==> src/rtl/wb_axil_bridge_pkg.sv <==
// rtl/wb_axil_bridge_pkg.sv - shared encodings for the Wishbone to AXI4-Lite bridge
package wb_axil_bridge_pkg;

  typedef enum logic [2:0] {
    ST_IDLE  = 3'd0,
    ST_WADDR = 3'd1,
    ST_WRESP = 3'd2,
    ST_RADDR = 3'd3,
    ST_RDATA = 3'd4,
    ST_DONE  = 3'd5
  } state_t;

  localparam int         CTRL_EN_BIT   = 0;
  localparam logic [1:0] AXI_RESP_OKAY = 2'b00;
  localparam int         ERR_CNT_WIDTH = 8;

  function automatic logic [ERR_CNT_WIDTH-1:0] sat_inc(input logic [ERR_CNT_WIDTH-1:0] v);
    return (v == '1) ? v : v + 1'b1;
  endfunction

endpackage

==> src/rtl/wb_axil_bridge_if.sv <==
// rtl/wb_axil_bridge_if.sv - Wishbone pipelined slave and AXI4-Lite master signal bundle
interface wb_axil_bridge_if #(
  parameter int ADDR_WIDTH    = 32,
  parameter int DATA_WIDTH    = 32,
  parameter int WB_ADDR_WIDTH = 30
);
  logic                     wb_cyc;
  logic                     wb_stb;
  logic                     wb_we;
  logic [WB_ADDR_WIDTH-1:0] wb_adr;
  logic [DATA_WIDTH-1:0]    wb_dat_w;
  logic [DATA_WIDTH/8-1:0]  wb_sel;
  logic [DATA_WIDTH-1:0]    wb_dat_r;
  logic                     wb_ack;
  logic                     wb_stall;

  logic [ADDR_WIDTH-1:0]    m_axi_awaddr;
  logic [2:0]               m_axi_awprot;
  logic                     m_axi_awvalid;
  logic                     m_axi_awready;
  logic [DATA_WIDTH-1:0]    m_axi_wdata;
  logic [DATA_WIDTH/8-1:0]  m_axi_wstrb;
  logic                     m_axi_wvalid;
  logic                     m_axi_wready;
  logic [1:0]               m_axi_bresp;
  logic                     m_axi_bvalid;
  logic                     m_axi_bready;
  logic [ADDR_WIDTH-1:0]    m_axi_araddr;
  logic [2:0]               m_axi_arprot;
  logic                     m_axi_arvalid;
  logic                     m_axi_arready;
  logic [DATA_WIDTH-1:0]    m_axi_rdata;
  logic [1:0]               m_axi_rresp;
  logic                     m_axi_rvalid;
  logic                     m_axi_rready;

  // Bridge side: Wishbone slave, AXI master.
  modport master (
    input  wb_cyc, wb_stb, wb_we, wb_adr, wb_dat_w, wb_sel,
    output wb_dat_r, wb_ack, wb_stall,
    output m_axi_awaddr, m_axi_awprot, m_axi_awvalid,
    input  m_axi_awready,
    output m_axi_wdata, m_axi_wstrb, m_axi_wvalid,
    input  m_axi_wready,
    input  m_axi_bresp, m_axi_bvalid,
    output m_axi_bready,
    output m_axi_araddr, m_axi_arprot, m_axi_arvalid,
    input  m_axi_arready,
    input  m_axi_rdata, m_axi_rresp, m_axi_rvalid,
    output m_axi_rready
  );

  // Environment side: Wishbone master, AXI slave.
  modport slave (
    output wb_cyc, wb_stb, wb_we, wb_adr, wb_dat_w, wb_sel,
    input  wb_dat_r, wb_ack, wb_stall,
    input  m_axi_awaddr, m_axi_awprot, m_axi_awvalid,
    output m_axi_awready,
    input  m_axi_wdata, m_axi_wstrb, m_axi_wvalid,
    output m_axi_wready,
    output m_axi_bresp, m_axi_bvalid,
    input  m_axi_bready,
    input  m_axi_araddr, m_axi_arprot, m_axi_arvalid,
    output m_axi_arready,
    output m_axi_rdata, m_axi_rresp, m_axi_rvalid,
    input  m_axi_rready
  );

endinterface

==> src/rtl/wb_axil_bridge.sv <==
// rtl/wb_axil_bridge.sv - single-outstanding Wishbone pipelined to AXI4-Lite master bridge
module wb_axil_bridge
  import wb_axil_bridge_pkg::*;
#(
  parameter int ADDR_WIDTH    = 32,
  parameter int DATA_WIDTH    = 32,
  parameter int WB_ADDR_WIDTH = 30
) (
  input  logic                     aclk,
  input  logic                     areset,
  input  logic [DATA_WIDTH-1:0]    ctrl_reg,
  input  logic [ADDR_WIDTH-1:0]    base_reg,
  wb_axil_bridge_if.master         bus,
  output logic [ERR_CNT_WIDTH-1:0] err_count
);

  localparam int STRB_WIDTH = DATA_WIDTH / 8;

  state_t                   state_q, state_d;
  logic                     aw_valid_q, aw_valid_d;
  logic                     w_valid_q, w_valid_d;
  logic                     b_ready_q, b_ready_d;
  logic                     ar_valid_q, ar_valid_d;
  logic                     r_ready_q, r_ready_d;
  logic [ADDR_WIDTH-1:0]    aw_addr_q, aw_addr_d;
  logic [ADDR_WIDTH-1:0]    ar_addr_q, ar_addr_d;
  logic [DATA_WIDTH-1:0]    w_data_q, w_data_d;
  logic [STRB_WIDTH-1:0]    w_strb_q, w_strb_d;
  logic [DATA_WIDTH-1:0]    rd_data_q, rd_data_d;
  logic [ERR_CNT_WIDTH-1:0] err_q, err_d;

  logic                     accept;
  logic                     enabled;
  logic [WB_ADDR_WIDTH-1:0] req_word;
  logic [ADDR_WIDTH-1:0]    req_addr;
  logic                     unused_ctrl;

  assign accept      = bus.wb_cyc & bus.wb_stb & (state_q == ST_IDLE);
  assign enabled     = ctrl_reg[CTRL_EN_BIT];
  assign req_word    = bus.wb_adr;
  // Byte address wraps modulo 2^ADDR_WIDTH by construction of the sum width.
  assign req_addr    = base_reg + ADDR_WIDTH'({req_word, 2'b00});
  assign unused_ctrl = ^ctrl_reg;

  always_comb begin
    state_d    = state_q;
    aw_valid_d = aw_valid_q;
    w_valid_d  = w_valid_q;
    b_ready_d  = b_ready_q;
    ar_valid_d = ar_valid_q;
    r_ready_d  = r_ready_q;
    aw_addr_d  = aw_addr_q;
    ar_addr_d  = ar_addr_q;
    w_data_d   = w_data_q;
    w_strb_d   = w_strb_q;
    rd_data_d  = rd_data_q;
    err_d      = err_q;

    unique case (state_q)
      ST_IDLE: begin
        if (accept) begin
          if (!enabled) begin
            state_d   = ST_DONE;
            rd_data_d = '0;
            err_d     = sat_inc(err_q);
          end else if (bus.wb_we) begin
            state_d    = ST_WADDR;
            aw_valid_d = 1'b1;
            w_valid_d  = 1'b1;
            aw_addr_d  = req_addr;
            w_data_d   = bus.wb_dat_w;
            w_strb_d   = bus.wb_sel;
          end else begin
            state_d    = ST_RADDR;
            ar_valid_d = 1'b1;
            ar_addr_d  = req_addr;
          end
        end
      end
      ST_WADDR: begin
        // A low valid in WADDR means that channel's handshake already happened.
        if (aw_valid_q && bus.m_axi_awready) aw_valid_d = 1'b0;
        if (w_valid_q && bus.m_axi_wready)   w_valid_d  = 1'b0;
        if (!aw_valid_d && !w_valid_d) begin
          state_d   = ST_WRESP;
          b_ready_d = 1'b1;
        end
      end
      ST_WRESP: begin
        if (bus.m_axi_bvalid) begin
          state_d   = ST_DONE;
          b_ready_d = 1'b0;
          if (bus.m_axi_bresp != AXI_RESP_OKAY) err_d = sat_inc(err_q);
        end
      end
      ST_RADDR: begin
        if (bus.m_axi_arready) begin
          state_d    = ST_RDATA;
          ar_valid_d = 1'b0;
          r_ready_d  = 1'b1;
        end
      end
      ST_RDATA: begin
        if (bus.m_axi_rvalid) begin
          state_d   = ST_DONE;
          r_ready_d = 1'b0;
          rd_data_d = bus.m_axi_rdata;
          if (bus.m_axi_rresp != AXI_RESP_OKAY) err_d = sat_inc(err_q);
        end
      end
      ST_DONE: state_d = ST_IDLE;
      default: state_d = ST_IDLE;
    endcase
  end

  always_ff @(posedge aclk) begin
    if (areset) begin
      state_q    <= ST_IDLE;
      aw_valid_q <= 1'b0;
      w_valid_q  <= 1'b0;
      b_ready_q  <= 1'b0;
      ar_valid_q <= 1'b0;
      r_ready_q  <= 1'b0;
      aw_addr_q  <= '0;
      ar_addr_q  <= '0;
      w_data_q   <= '0;
      w_strb_q   <= '0;
      rd_data_q  <= '0;
      err_q      <= '0;
    end else begin
      state_q    <= state_d;
      aw_valid_q <= aw_valid_d;
      w_valid_q  <= w_valid_d;
      b_ready_q  <= b_ready_d;
      ar_valid_q <= ar_valid_d;
      r_ready_q  <= r_ready_d;
      aw_addr_q  <= aw_addr_d;
      ar_addr_q  <= ar_addr_d;
      w_data_q   <= w_data_d;
      w_strb_q   <= w_strb_d;
      rd_data_q  <= rd_data_d;
      err_q      <= err_d;
    end
  end

  // Ack is withheld when the master has abandoned the cycle.
  assign bus.wb_ack        = (state_q == ST_DONE) & bus.wb_cyc;
  assign bus.wb_stall      = (state_q != ST_IDLE);
  assign bus.wb_dat_r      = rd_data_q;
  assign bus.m_axi_awaddr  = aw_addr_q;
  assign bus.m_axi_awprot  = 3'b000;
  assign bus.m_axi_awvalid = aw_valid_q;
  assign bus.m_axi_wdata   = w_data_q;
  assign bus.m_axi_wstrb   = w_strb_q;
  assign bus.m_axi_wvalid  = w_valid_q;
  assign bus.m_axi_bready  = b_ready_q;
  assign bus.m_axi_araddr  = ar_addr_q;
  assign bus.m_axi_arprot  = 3'b000;
  assign bus.m_axi_arvalid = ar_valid_q;
  assign bus.m_axi_rready  = r_ready_q;
  assign err_count         = err_q;

endmodule

==> src/flat_wrapper.sv <==
// flat-port wrapper written by rule: the top's interface ports become plain ports
module wb_axil_bridge_flat import wb_axil_bridge_pkg::*;
#(
  parameter int ADDR_WIDTH    = 32,
  parameter int DATA_WIDTH    = 32,
  parameter int WB_ADDR_WIDTH = 30
)
  (aclk, areset, ctrl_reg, base_reg, err_count, bus_wb_cyc, bus_wb_stb, bus_wb_we, bus_wb_adr, bus_wb_dat_w, bus_wb_sel, bus_wb_dat_r, bus_wb_ack, bus_wb_stall, bus_m_axi_awaddr, bus_m_axi_awprot, bus_m_axi_awvalid, bus_m_axi_awready, bus_m_axi_wdata, bus_m_axi_wstrb, bus_m_axi_wvalid, bus_m_axi_wready, bus_m_axi_bresp, bus_m_axi_bvalid, bus_m_axi_bready, bus_m_axi_araddr, bus_m_axi_arprot, bus_m_axi_arvalid, bus_m_axi_arready, bus_m_axi_rdata, bus_m_axi_rresp, bus_m_axi_rvalid, bus_m_axi_rready);
  wb_axil_bridge_if #(.ADDR_WIDTH(ADDR_WIDTH), .DATA_WIDTH(DATA_WIDTH), .WB_ADDR_WIDTH(WB_ADDR_WIDTH)) bus_i ();
  input  logic aclk;
  input  logic areset;
  input  logic [DATA_WIDTH-1:0] ctrl_reg;
  input  logic [ADDR_WIDTH-1:0] base_reg;
  output logic [ERR_CNT_WIDTH-1:0] err_count;
  input wire logic [$bits(bus_i.wb_cyc)-1:0] bus_wb_cyc;
  input wire logic [$bits(bus_i.wb_stb)-1:0] bus_wb_stb;
  input wire logic [$bits(bus_i.wb_we)-1:0] bus_wb_we;
  input wire logic [$bits(bus_i.wb_adr)-1:0] bus_wb_adr;
  input wire logic [$bits(bus_i.wb_dat_w)-1:0] bus_wb_dat_w;
  input wire logic [$bits(bus_i.wb_sel)-1:0] bus_wb_sel;
  output wire logic [$bits(bus_i.wb_dat_r)-1:0] bus_wb_dat_r;
  output wire logic [$bits(bus_i.wb_ack)-1:0] bus_wb_ack;
  output wire logic [$bits(bus_i.wb_stall)-1:0] bus_wb_stall;
  output wire logic [$bits(bus_i.m_axi_awaddr)-1:0] bus_m_axi_awaddr;
  output wire logic [$bits(bus_i.m_axi_awprot)-1:0] bus_m_axi_awprot;
  output wire logic [$bits(bus_i.m_axi_awvalid)-1:0] bus_m_axi_awvalid;
  input wire logic [$bits(bus_i.m_axi_awready)-1:0] bus_m_axi_awready;
  output wire logic [$bits(bus_i.m_axi_wdata)-1:0] bus_m_axi_wdata;
  output wire logic [$bits(bus_i.m_axi_wstrb)-1:0] bus_m_axi_wstrb;
  output wire logic [$bits(bus_i.m_axi_wvalid)-1:0] bus_m_axi_wvalid;
  input wire logic [$bits(bus_i.m_axi_wready)-1:0] bus_m_axi_wready;
  input wire logic [$bits(bus_i.m_axi_bresp)-1:0] bus_m_axi_bresp;
  input wire logic [$bits(bus_i.m_axi_bvalid)-1:0] bus_m_axi_bvalid;
  output wire logic [$bits(bus_i.m_axi_bready)-1:0] bus_m_axi_bready;
  output wire logic [$bits(bus_i.m_axi_araddr)-1:0] bus_m_axi_araddr;
  output wire logic [$bits(bus_i.m_axi_arprot)-1:0] bus_m_axi_arprot;
  output wire logic [$bits(bus_i.m_axi_arvalid)-1:0] bus_m_axi_arvalid;
  input wire logic [$bits(bus_i.m_axi_arready)-1:0] bus_m_axi_arready;
  input wire logic [$bits(bus_i.m_axi_rdata)-1:0] bus_m_axi_rdata;
  input wire logic [$bits(bus_i.m_axi_rresp)-1:0] bus_m_axi_rresp;
  input wire logic [$bits(bus_i.m_axi_rvalid)-1:0] bus_m_axi_rvalid;
  output wire logic [$bits(bus_i.m_axi_rready)-1:0] bus_m_axi_rready;
  assign bus_i.wb_cyc = bus_wb_cyc;
  assign bus_i.wb_stb = bus_wb_stb;
  assign bus_i.wb_we = bus_wb_we;
  assign bus_i.wb_adr = bus_wb_adr;
  assign bus_i.wb_dat_w = bus_wb_dat_w;
  assign bus_i.wb_sel = bus_wb_sel;
  assign bus_wb_dat_r = bus_i.wb_dat_r;
  assign bus_wb_ack = bus_i.wb_ack;
  assign bus_wb_stall = bus_i.wb_stall;
  assign bus_m_axi_awaddr = bus_i.m_axi_awaddr;
  assign bus_m_axi_awprot = bus_i.m_axi_awprot;
  assign bus_m_axi_awvalid = bus_i.m_axi_awvalid;
  assign bus_i.m_axi_awready = bus_m_axi_awready;
  assign bus_m_axi_wdata = bus_i.m_axi_wdata;
  assign bus_m_axi_wstrb = bus_i.m_axi_wstrb;
  assign bus_m_axi_wvalid = bus_i.m_axi_wvalid;
  assign bus_i.m_axi_wready = bus_m_axi_wready;
  assign bus_i.m_axi_bresp = bus_m_axi_bresp;
  assign bus_i.m_axi_bvalid = bus_m_axi_bvalid;
  assign bus_m_axi_bready = bus_i.m_axi_bready;
  assign bus_m_axi_araddr = bus_i.m_axi_araddr;
  assign bus_m_axi_arprot = bus_i.m_axi_arprot;
  assign bus_m_axi_arvalid = bus_i.m_axi_arvalid;
  assign bus_i.m_axi_arready = bus_m_axi_arready;
  assign bus_i.m_axi_rdata = bus_m_axi_rdata;
  assign bus_i.m_axi_rresp = bus_m_axi_rresp;
  assign bus_i.m_axi_rvalid = bus_m_axi_rvalid;
  assign bus_m_axi_rready = bus_i.m_axi_rready;
  wb_axil_bridge #(.ADDR_WIDTH(ADDR_WIDTH), .DATA_WIDTH(DATA_WIDTH), .WB_ADDR_WIDTH(WB_ADDR_WIDTH)) u_core (.aclk(aclk), .areset(areset), .ctrl_reg(ctrl_reg), .base_reg(base_reg), .bus(bus_i), .err_count(err_count));
endmodule
==> config.mk <==
export PLATFORM = sky130hd
export DESIGN_NAME = wb_axil_bridge_flat
export DESIGN_NICKNAME = d
export VERILOG_FILES = /design/src/rtl/wb_axil_bridge_pkg.sv /design/src/rtl/wb_axil_bridge_if.sv /design/src/rtl/wb_axil_bridge.sv /design/src/flat_wrapper.sv
export SDC_FILE = /design/constraint.sdc
export NUM_CORES = 1
export LEC_CHECK = 0
export BUFFER_PORTS_ARGS = -buffer_cell sky130_fd_sc_hd__buf_2
export CAP_MARGIN = 20
export CORE_AREA = 2 2 145 147
export CTS_CLUSTER_SIZE = 30
export DETAILED_ROUTE_END_ITERATION = 7
export DIE_AREA = 0 0 147 149
export GPL_ROUTABILITY_DRIVEN = 1
export HOLD_SLACK_MARGIN = 0.05
export SKIP_LAST_GASP = 1
export SLEW_MARGIN = 10
export SYNTH_ARGS = -nofsm -noshare
export SYNTH_HDL_FRONTEND = slang
export SYNTH_SLANG_ARGS = --single-unit
==> constraint.sdc <==
create_clock -name aclk -period 5.73 [get_ports aclk]
set_clock_uncertainty 0.05 [all_clocks]
set_input_delay 0 -clock aclk [delete_from_list [all_inputs] [get_ports aclk]]
set_output_delay 0 -clock aclk [all_outputs]
set_load 0.02 [all_outputs]
==> summary.md, run 1 <==
| Metric | Value |
|---|---|
| Status | `finished clean` |
| Final wirelength | `22500 um` |
| Initial antenna violation count | `0` |
| Worst hold path type | `in -> reg` |
| RR Startpoint | `u_core.state_q[0]` |
| Post-DR wirelength/cell | `about 15 um` |
| Switching share of power | `0.280` |
| DP HPWL | `around 15000 um` |
| Peak Freq | `~0.36 GHz` |
| Worst-path clk slew | `~0.060 ns` |
| Routed Antenna Nets | `0` |
| Setup TNS | `0 ns` |
| Synth unique cells | `67` |
| CORE AREA | `slightly above 0.02 mm2` |
| Final hold violation count | `0` |
| Worst Hold Launch | `ctrl_reg[0]` |
| Max Cap Viol | `0` |
| DRC Markers | `0` |
| CTS H-tree depth | `4` |
| Pwr Total | `about 2.8 mW` |
| GPL Wtd Cong | `between 0.8 and 0.9` |
| Post-synth EDFFs | `0` |
| Xor and xnor area share after synthesis | `0.0338` |
| Synth-to-Final Area Change | `43.9%` |
| Synth Area in Simple Gates | `0.228` |
| Crit path launch type | `input port` |
| Yosys Warn Count | `0` |
| Pwr Density | `~280 mW/mm2` |
| Critical path type | `in -> reg` |
| Die height | `149 um` |
| Critical-path cell list | `dlygate4sd3_1 -> buf_2 -> ha_1 -> fa_1 -> a21oi_2 -> o211ai_2 -> a31oi_4 -> a22oi_2 -> a311o_2 -> a211oi_2 -> nor4_1 -> a211o_1` |
| Seq/Total Area, Yosys | `0.423` |
| Seq cells post-synth | `~150` |
| Final hold slack | `~0.085 ns` |
| Die Area | `~0.022 mm2` |
| Final instance area | `~0.010 mm2` |
| Initial DRC Count | `approximately 300` |
| Mean post-synth cell area | `about 8.2 um2` |
| GRT Resource Usage Total | `0.198` |
| Worst rel slew slack | `0.422` |
| Largest net degree at the start of global routing | `87` |
| Via count | `roughly 7300` |
| Critical path's slowest cell | `dlygate4sd3_1` |
| Critical Path RT | `~6.0 ns` |
| Post-synthesis mux area share | `0.00590` |
| Commonest cells in the netlist | `180 x nand2_1, 148 x dfxtp_1, 112 x a21oi_1` |
| DP Cell Count | `approximately 1400` |
| Largest family of logic cells by synthesized area | `simple AND/OR/NAND/NOR gates` |
| Final setup violation count | `0` |
| Worst path max stage delay | `0.53 ns` |
| Crit end category | `flop` |
| Die Wd | `147 um` |
| I/O pin count | `between 300 and 400` |
| Share of cells above drive strength 1 | `0.293` |
| Adder-Cell Fraction of Synth Area | `0.0565` |
| Maximum fanout along the worst path | `4` |
| Final min period | `about 2.8 ns` |
| Diode count | `0` |
| Critical path buffers and inverters | `2` |
| Cell chosen for the clock root | `clkbuf_16` |
| Port bufs | `291` |
| Primary FF master, synth | `dfxtp_1` |
| Final worst-path cycle share | `0.491` |
| Vias per cell | `a little under 5` |
| CTS sink cnt | `148` |
| Placed standard-cell area | `0.00865 mm2` |
| Measured slew at the worst slew-check pin | `about 0.87 ns` |
| Fin nets | `1409` |
| Post-synthesis compound-gate area fraction | `0.213` |
| Top delay family on crit path | `compound AO/OA/AOI/OAI gates` |
| Vias in the first global route | `approximately 7000` |
| Internal power | `around 2 mW` |
| VDD IR max | `roughly 0.17 mV` |
| Synth Instances | `857` |
| Seq pwr share | `0.391` |
| Synth area leader | `dfxtp_1` |
| Slew Limit Fails | `0` |
| Critical Path AT | `~3.1 ns` |
| Initial Util | `0.341` |
| CTS tree | `yes` |
| Logic pwr share | `0.188` |
| Power share of the clock group | `0.421` |
| Drt pass-1 iters | `5` |
| Psw | `0.779 mW` |
| Cell row count | `between 50 and 60` |
| Setup repair after global routing missed its margin | `no` |
| CTS Buf Count | `17` |
| CP startpoint | `base_reg[2]` |
| Mapped cell area | `roughly 0.007 mm2` |
| Lkg Pwr | `4.49 nW` |
| Total congestion overflow | `0` |
| First-pass GRT wire length | `about 35000 um` |
| Non-Filler Instances | `roughly 1500` |
| Clk buf depth | `2` |
| Synth area leaders | `dfxtp_1 42%, nand2_1 9.7%, a21oi_1 8.0%` |
| Most common cell in the synthesized netlist | `nand2_1` |
| Top cell type's share of synthesized area | `0.423` |
| Post-synth ARST share | `0` |
| Worst-Skew Late Latency | `approximately 0.41 ns` |
[sequential cells by signal, indices dropped and copies added (netlist names)]
signal                    cells
u_core.bus.m_axi_wdata       32
u_core.bus.m_axi_awaddr      32
u_core.bus.m_axi_wstrb        4
u_core.bus.m_axi_rready       1
u_core.bus.wb_dat_r          32
u_core.state_q                3
u_core.bus.m_axi_awvalid      1
u_core.bus.m_axi_wvalid       1
u_core.bus.m_axi_bready       1
u_core.bus.m_axi_araddr      32
u_core.bus.m_axi_arvalid      1
u_core.err_count              8
[placed cells by master (no fill, tap or decap), drive strengths merged, types with 3 or more instances in the layout]
cell type	n
inv	11
nand3b	17
buf	298
nand2b	7
xnor2	16
and3	4
or3	9
mux2i	3
nor4	4
nand3	17
nor2	67
nand4	8
a21oi	116
nand2	182
nor3b	5
clkinv	5
conb	6
o21bai	4
a31oi	6
o21ai	28
bufinv	3
a211oi	8
clkbuf	21
dfxtp	148
o21a	3
nand4b	4
dlygate4sd3	80
nor2b	3
ha	30
nor3	11
or4	6
a21o	12
a22oi	33
xor2	11
o311ai	3
[area by class of cell]
| class | instances | area, um2 |
|---|---|---|
| Multi-Input combinational cell | 647 | 3790 |
| Inverter | 10 | 37.5 |
| Fill cell | 2042 | 10500 |
| Tap cell | 275 | 344 |
| Clock buffer | 21 | 470 |
| Timing Repair Buffer | 378 | 2310 |
| Clock inverter | 11 | 150 |
| Sequential cell | 148 | 2960 |
[power by group through the flow]
| stage | clock network (mW) | registers, mW | logic [mW] |
|---|---|---|---|
| floorplan | 0 | 1.14 | 0.280 |
| global placement | 0 | 1.11 | 0.473 |
| detailed placement | 0 | 1.11 | 0.474 |
| CTS | 1.20 | 1.09 | 0.522 |
| global route | 1.25 | 1.09 | 0.573 |
| finish | 1.17 | 1.09 | 0.523 |
[worst paths after layout]
| path | to | slack (ns) | cells past startpoint |
|---|---|---|---|
| hold / removal | u_core.state_q[2] | 0.09 | 5 |
| setup / recovery | u_core.bus.m_axi_araddr[28] | 2.92 | 12 |
| hold reg to reg | u_core.bus.m_axi_awaddr[18] | 0.40 | 2 |
| setup reg to reg | u_core.bus.m_axi_awaddr[19] | 3.21 | 7 |
[routing by layer]
| layer | part of all wire | track usage |
|---|---|---|
| met1 | 0.44 | 0.253 |
| met3 | 0.048 | 0.0349 |
| met4 | 0.029 | 0.0736 |
| met2 | 0.48 | 0.335 |
| met5 | 0 | 0 |
[per-stage QoR]
stage,setup slack [ns],util
floorplan,3.38,-
global placement,3.05,0.421
detailed placement,3.03,0.421
CTS,2.94,0.490
global route,2.72,0.490
finish,2.92,0.490
[tightest hold or removal path, cell delays in order]
cell     delay [ns]
buf_2          0.11
nor2_1         0.05
o21ai_0        0.13
o21ai_0        0.07
nor3b_1        0.13
[repair_timing]
action,4_1_cts,5_1_grt
hold buffers,80,0
endpoints found under the hold margin,82,0
buffers inserted,0,0
resized for setup,0,0
[cells by family after synthesis]
logic type	after synthesis
muxes	4
other	1
and+or+nand+nor	349
adders and majority gates	31
AOI/OAI and AO/OA	230
DFF	148
buffers and inverters	67
xor gates and xnor gates	27
Power figures use the tool's default switching activity.
==> run 2, diff against run 1 <==
--- a/config.mk
+++ b/config.mk
@@ -5,12 +5,13 @@
 export SDC_FILE = /design/constraint.sdc
 export NUM_CORES = 1
 export LEC_CHECK = 0
+export ABC_AREA = 1
 export BUFFER_PORTS_ARGS = -buffer_cell sky130_fd_sc_hd__buf_2
 export CAP_MARGIN = 20
-export CORE_AREA = 2 2 145 147
+export CORE_AREA = 2 2 155 157
 export CTS_CLUSTER_SIZE = 30
 export DETAILED_ROUTE_END_ITERATION = 7
-export DIE_AREA = 0 0 147 149
+export DIE_AREA = 0 0 157 159
 export GPL_ROUTABILITY_DRIVEN = 1
 export HOLD_SLACK_MARGIN = 0.05
 export SKIP_LAST_GASP = 1
==> constraint.sdc (replaced) <==
create_clock -name aclk -period 2.4 [get_ports aclk]
set_clock_uncertainty 0.05 [all_clocks]
set_input_delay 0 -clock aclk [delete_from_list [all_inputs] [get_ports aclk]]
set_output_delay 0 -clock aclk [all_outputs]
set_load 0.02 [all_outputs]
==> run 2 against run 1 <==
- register-to-register slack got worse by 2.8 ns
- core utilization decreased by 1.2 points
- critical endpoint is now u_core.bus.m_axi_araddr[14]
- critical path type unchanged
- largest cell class unchanged
- combinational power increased to 4.4 times the previous value
==> summary.md, run 2 <==
| Metric | Value |
|---|---|
| Status | `finished clean` |
| Worst-path clk slew | `0.07 ns (about the same)` |
| Synth-to-Final Area Change | `37.5%` |
| Yosys Warn Count | `0 (unchanged)` |
| Crit end category | `flop` |
| DRC Markers | `0 (unchanged)` |
| Maximum fanout along the worst path | `4 (unchanged)` |
| Leading cell type in the layout, fill and taps excluded | `nand2_1` |
| Final min period | `~2.1 ns` |
| Met3 WL post-DR | `1590 um (+47%)` |
| Max Cap Viol | `0 (unchanged)` |
| Synth Instances | `1218 (+42%)` |
| Cell row count | `56 (+5.7%)` |
| Die Area | `0.0250 mm2 (+14%)` |
| Pwr Density | `706 mW/mm2 (+160%)` |
| Mapped cell area | `0.00807 mm2 (+15%)` |
| Most common cell in the synthesized netlist | `nand2_1` |
| Cell chosen for the clock root | `clkbuf_16` |
| Initial antenna violation count | `0 (unchanged)` |
| Measured slew at the worst slew-check pin | `1.02 ns (+0.152 ns)` |
| Post-cts gate resize count | `0 (unchanged)` |
| DP Cell Count | `1793 (+30%)` |
| Top delay family on crit path | `buffers and inverters` |
| Register Area | `0.00296 mm2 (unchanged)` |
| GPL Wtd Cong | `0.899 (+11%)` |
| Setup repair after global routing missed its margin | `no` |
| Die height | `159 um (+6.7%)` |
| Synth area leader | `dfxtp_1` |
| Fin worst setup slack | `0.295 ns (-2.62 ns)` |
| GRT Resource Usage Total | `0.199 (+0.00166)` |
| CTS tree | `yes` |
| Critical Path AT | `2.37 ns (-0.70 ns)` |
| CTS Buf Count | `17 (unchanged)` |
| Post-DR wirelength/cell | `13.4 um (-11%)` |
| Routed Antenna Nets | `0 (unchanged)` |
| CP dominant cell by count | `nand3_1` |
| Primary FF master, synth | `dfxtp_1` |
| Seq/Total Area, Yosys | `0.367 (-0.0560)` |
| Final wirelength | `25600 um (+14%)` |
| Fill cell count | `2375 (+16%)` |
| Clk buf depth | `2 (unchanged)` |
| Die Wd | `157 um (+6.8%)` |
| Initial Util | `0.348 (+0.00733)` |
| Diode count | `0 (unchanged)` |
| Critical path buffers and inverters | `3 (+1)` |
| Highest metal used | `met4` |
| Worst path max stage delay | `0.54 ns (about the same)` |
| VDD IR max | `0.378 mV (+120%)` |
| Post-synth ARST share | `0 (unchanged)` |
| Most frequent cells in the layout | `310 x nand2_1, 290 x buf_2, 228 x nor2_1` |
| Vias per cell | `4.54 (-7.6%)` |
| Port bufs | `291 (unchanged)` |
| Critical Path RT | `2.66 ns (-3.32 ns)` |
| Final hold violation count | `0 (unchanged)` |
| Worst rel slew slack | `0.321 (-0.101)` |
| Critical path's slowest cell | `dlygate4sd3_1` |
| Top cell type's share of synthesized area | `0.367 (-0.0560)` |
| Total congestion overflow | `0 (unchanged)` |
| Slew Limit Fails | `0 (unchanged)` |
| CTS sink cnt | `148 (unchanged)` |
| DP HPWL | `18500 um (+21%)` |
| Drt pass-1 iters | `5 (unchanged)` |
| Setup bufs post-CTS | `0 (unchanged)` |
| Share of cells above drive strength 1 | `0.228 (-0.0649)` |
| Largest net degree at the start of global routing | `87 (unchanged)` |
| Peak Freq | `between 0.4 and 0.5 GHz` |
| Seq cells post-synth | `148 (unchanged)` |
| I/O pin count | `329 (unchanged)` |
| Lkg Pwr | `5.93 nW (+32%)` |
| Worst hold path type | `in -> reg` |
| Non-Filler Instances | `1906 (+28%)` |
| Worst-Skew Late Latency | `0.42 ns (about the same)` |
| Initial DRC Count | `575 (+90%)` |
| CORE AREA | `0.0232 mm2 (+13%)` |
| First-pass GRT wire length | `39700 um (+13%)` |
| Fin nets | `1781 (+26%)` |
| Commonest cells in the netlist | `310 x nand2_1, 228 x nor2_1, 164 x inv_1` |
| Critical-path cell list | `dlygate4sd3_1 -> buf_2 -> ha_1 -> fa_1 -> nand3_1 -> nand3_1 -> nand3_1 -> nand3_1 -> xnor2_1 -> a21o_1 -> inv_1` |
| Multi-input logic area | `0.00412 mm2 (+8.4%)` |
| Synth unique cells | `43 (-36%)` |
| Via count | `8658 (+18%)` |
| CTS H-tree depth | `4 (unchanged)` |
| CTS Hold Bufs | `81 (+1.3%)` |
| Post-synth EDFFs | `0 (unchanged)` |
| WL met2 | `12000 um (+12%)` |
| Vias in the first global route | `8023 (+17%)` |
| Final worst-path cycle share | `0.877` |
| Dpl ws | `0.385 ns (-2.65 ns)` |
| Mean post-synth cell area | `6.62 um2 (-19%)` |
| Final setup violation count | `0 (unchanged)` |
| Crit path launch type | `input port` |
| Synth area leaders | `dfxtp_1 37%, nand2_1 14%, nor2_1 11%` |
| M1 WL | `11100 um (+11%)` |
| Setup TNS | `0 ns (unchanged)` |
| Critical path type | `in -> reg` |
-- run 2: cell types whose count changed after synthesis, sizes merged, moves of 9 or more --
cell	before	now
nand2	182	314
xnor2	16	6
a22oi	33	0
buf	13	38
o21ai	28	81
clkbuf	44	13
or3	9	0
nor2	67	232
inv	10	167
nand3b	17	0
a21oi	116	67
nand3	17	68
-- run 2: power breakdown --
part	internal [mW]	leakage [nW]	switching (mW)	total, mW
Sequential	2.67	1.20	0.172	2.84
Clock	1.48	0.283	1.21	2.69
Combinational	0.814	4.45	1.49	2.30
Total	4.96	5.93	2.87	7.83
-- run 2: worst register-to-register path: cells and delay by family (launching register included) --
family	cells	cell delay [ns]
AO/OA/AOI/OAI	1	0.13
buffers and inverters	2	0.39
AND/OR/NAND/NOR	5	0.73
flip-flops	1	0.62
-- run 2: logic make-up (layout without fill, tap and decap cells) --
logic type | Yosys count | count (layout) | share of synthesized area
AOI/OAI and AO/OA | 165 | 165 | 0.115
xor gates and xnor gates | 19 | 19 | 0.0206
adders and majority gates | 31 | 31 | 0.0490
buffers and inverters | 218 | 582 | 0.125
DFF | 148 | 148 | 0.367
other | 1 | 6 | 0.000465
and+or+nand+nor | 636 | 636 | 0.323
-- run 2: worst paths after layout --
kind | from | to | slack, ns | cells after the start
worst max-delay path | base_reg[2] | u_core.bus.m_axi_araddr[14] | 0.29 | 11
worst min-delay path | base_reg[3] | u_core.bus.m_axi_araddr[3] | 0.07 | 4
worst max register to register | u_core.state_q[0] | u_core.err_count[2] | 0.40 | 8
worst min register to register | u_core.bus.wb_dat_r[11] | u_core.bus.wb_dat_r[11] | 0.41 | 2
-- run 2: routing by layer --
layer / vias to the layer above / track usage
li1: 4489 / -
met5: - / 0
met3: 55 / 0.0389
met4: 0 / 0.0897
met2: 311 / 0.334
met1: 3803 / 0.247
-- run 2: through the flow --
stage	power, mW	hold slack, ns	utilization	cell area [um2]
after floorplan	4.51	0.0838	-	8090
after global placement	5.07	0.185	0.418	9690
after detailed placement	5.09	0.190	0.418	9690
after CTS	7.93	0.0502	0.478	11100
after global routing	8.30	0.0951	0.478	11100
final	7.83	0.0658	0.478	11100
-- run 2: layout make-up --
cell class                      instances  area share
Timing Repair Buffer                  383       0.216
Clock buffer                           17      0.0384
Sequential cell                       148       0.267
Multi-Input combinational cell        857       0.371
Inverter                              167      0.0568
Clock inverter                         15      0.0151
Tap cell                              319      0.0360
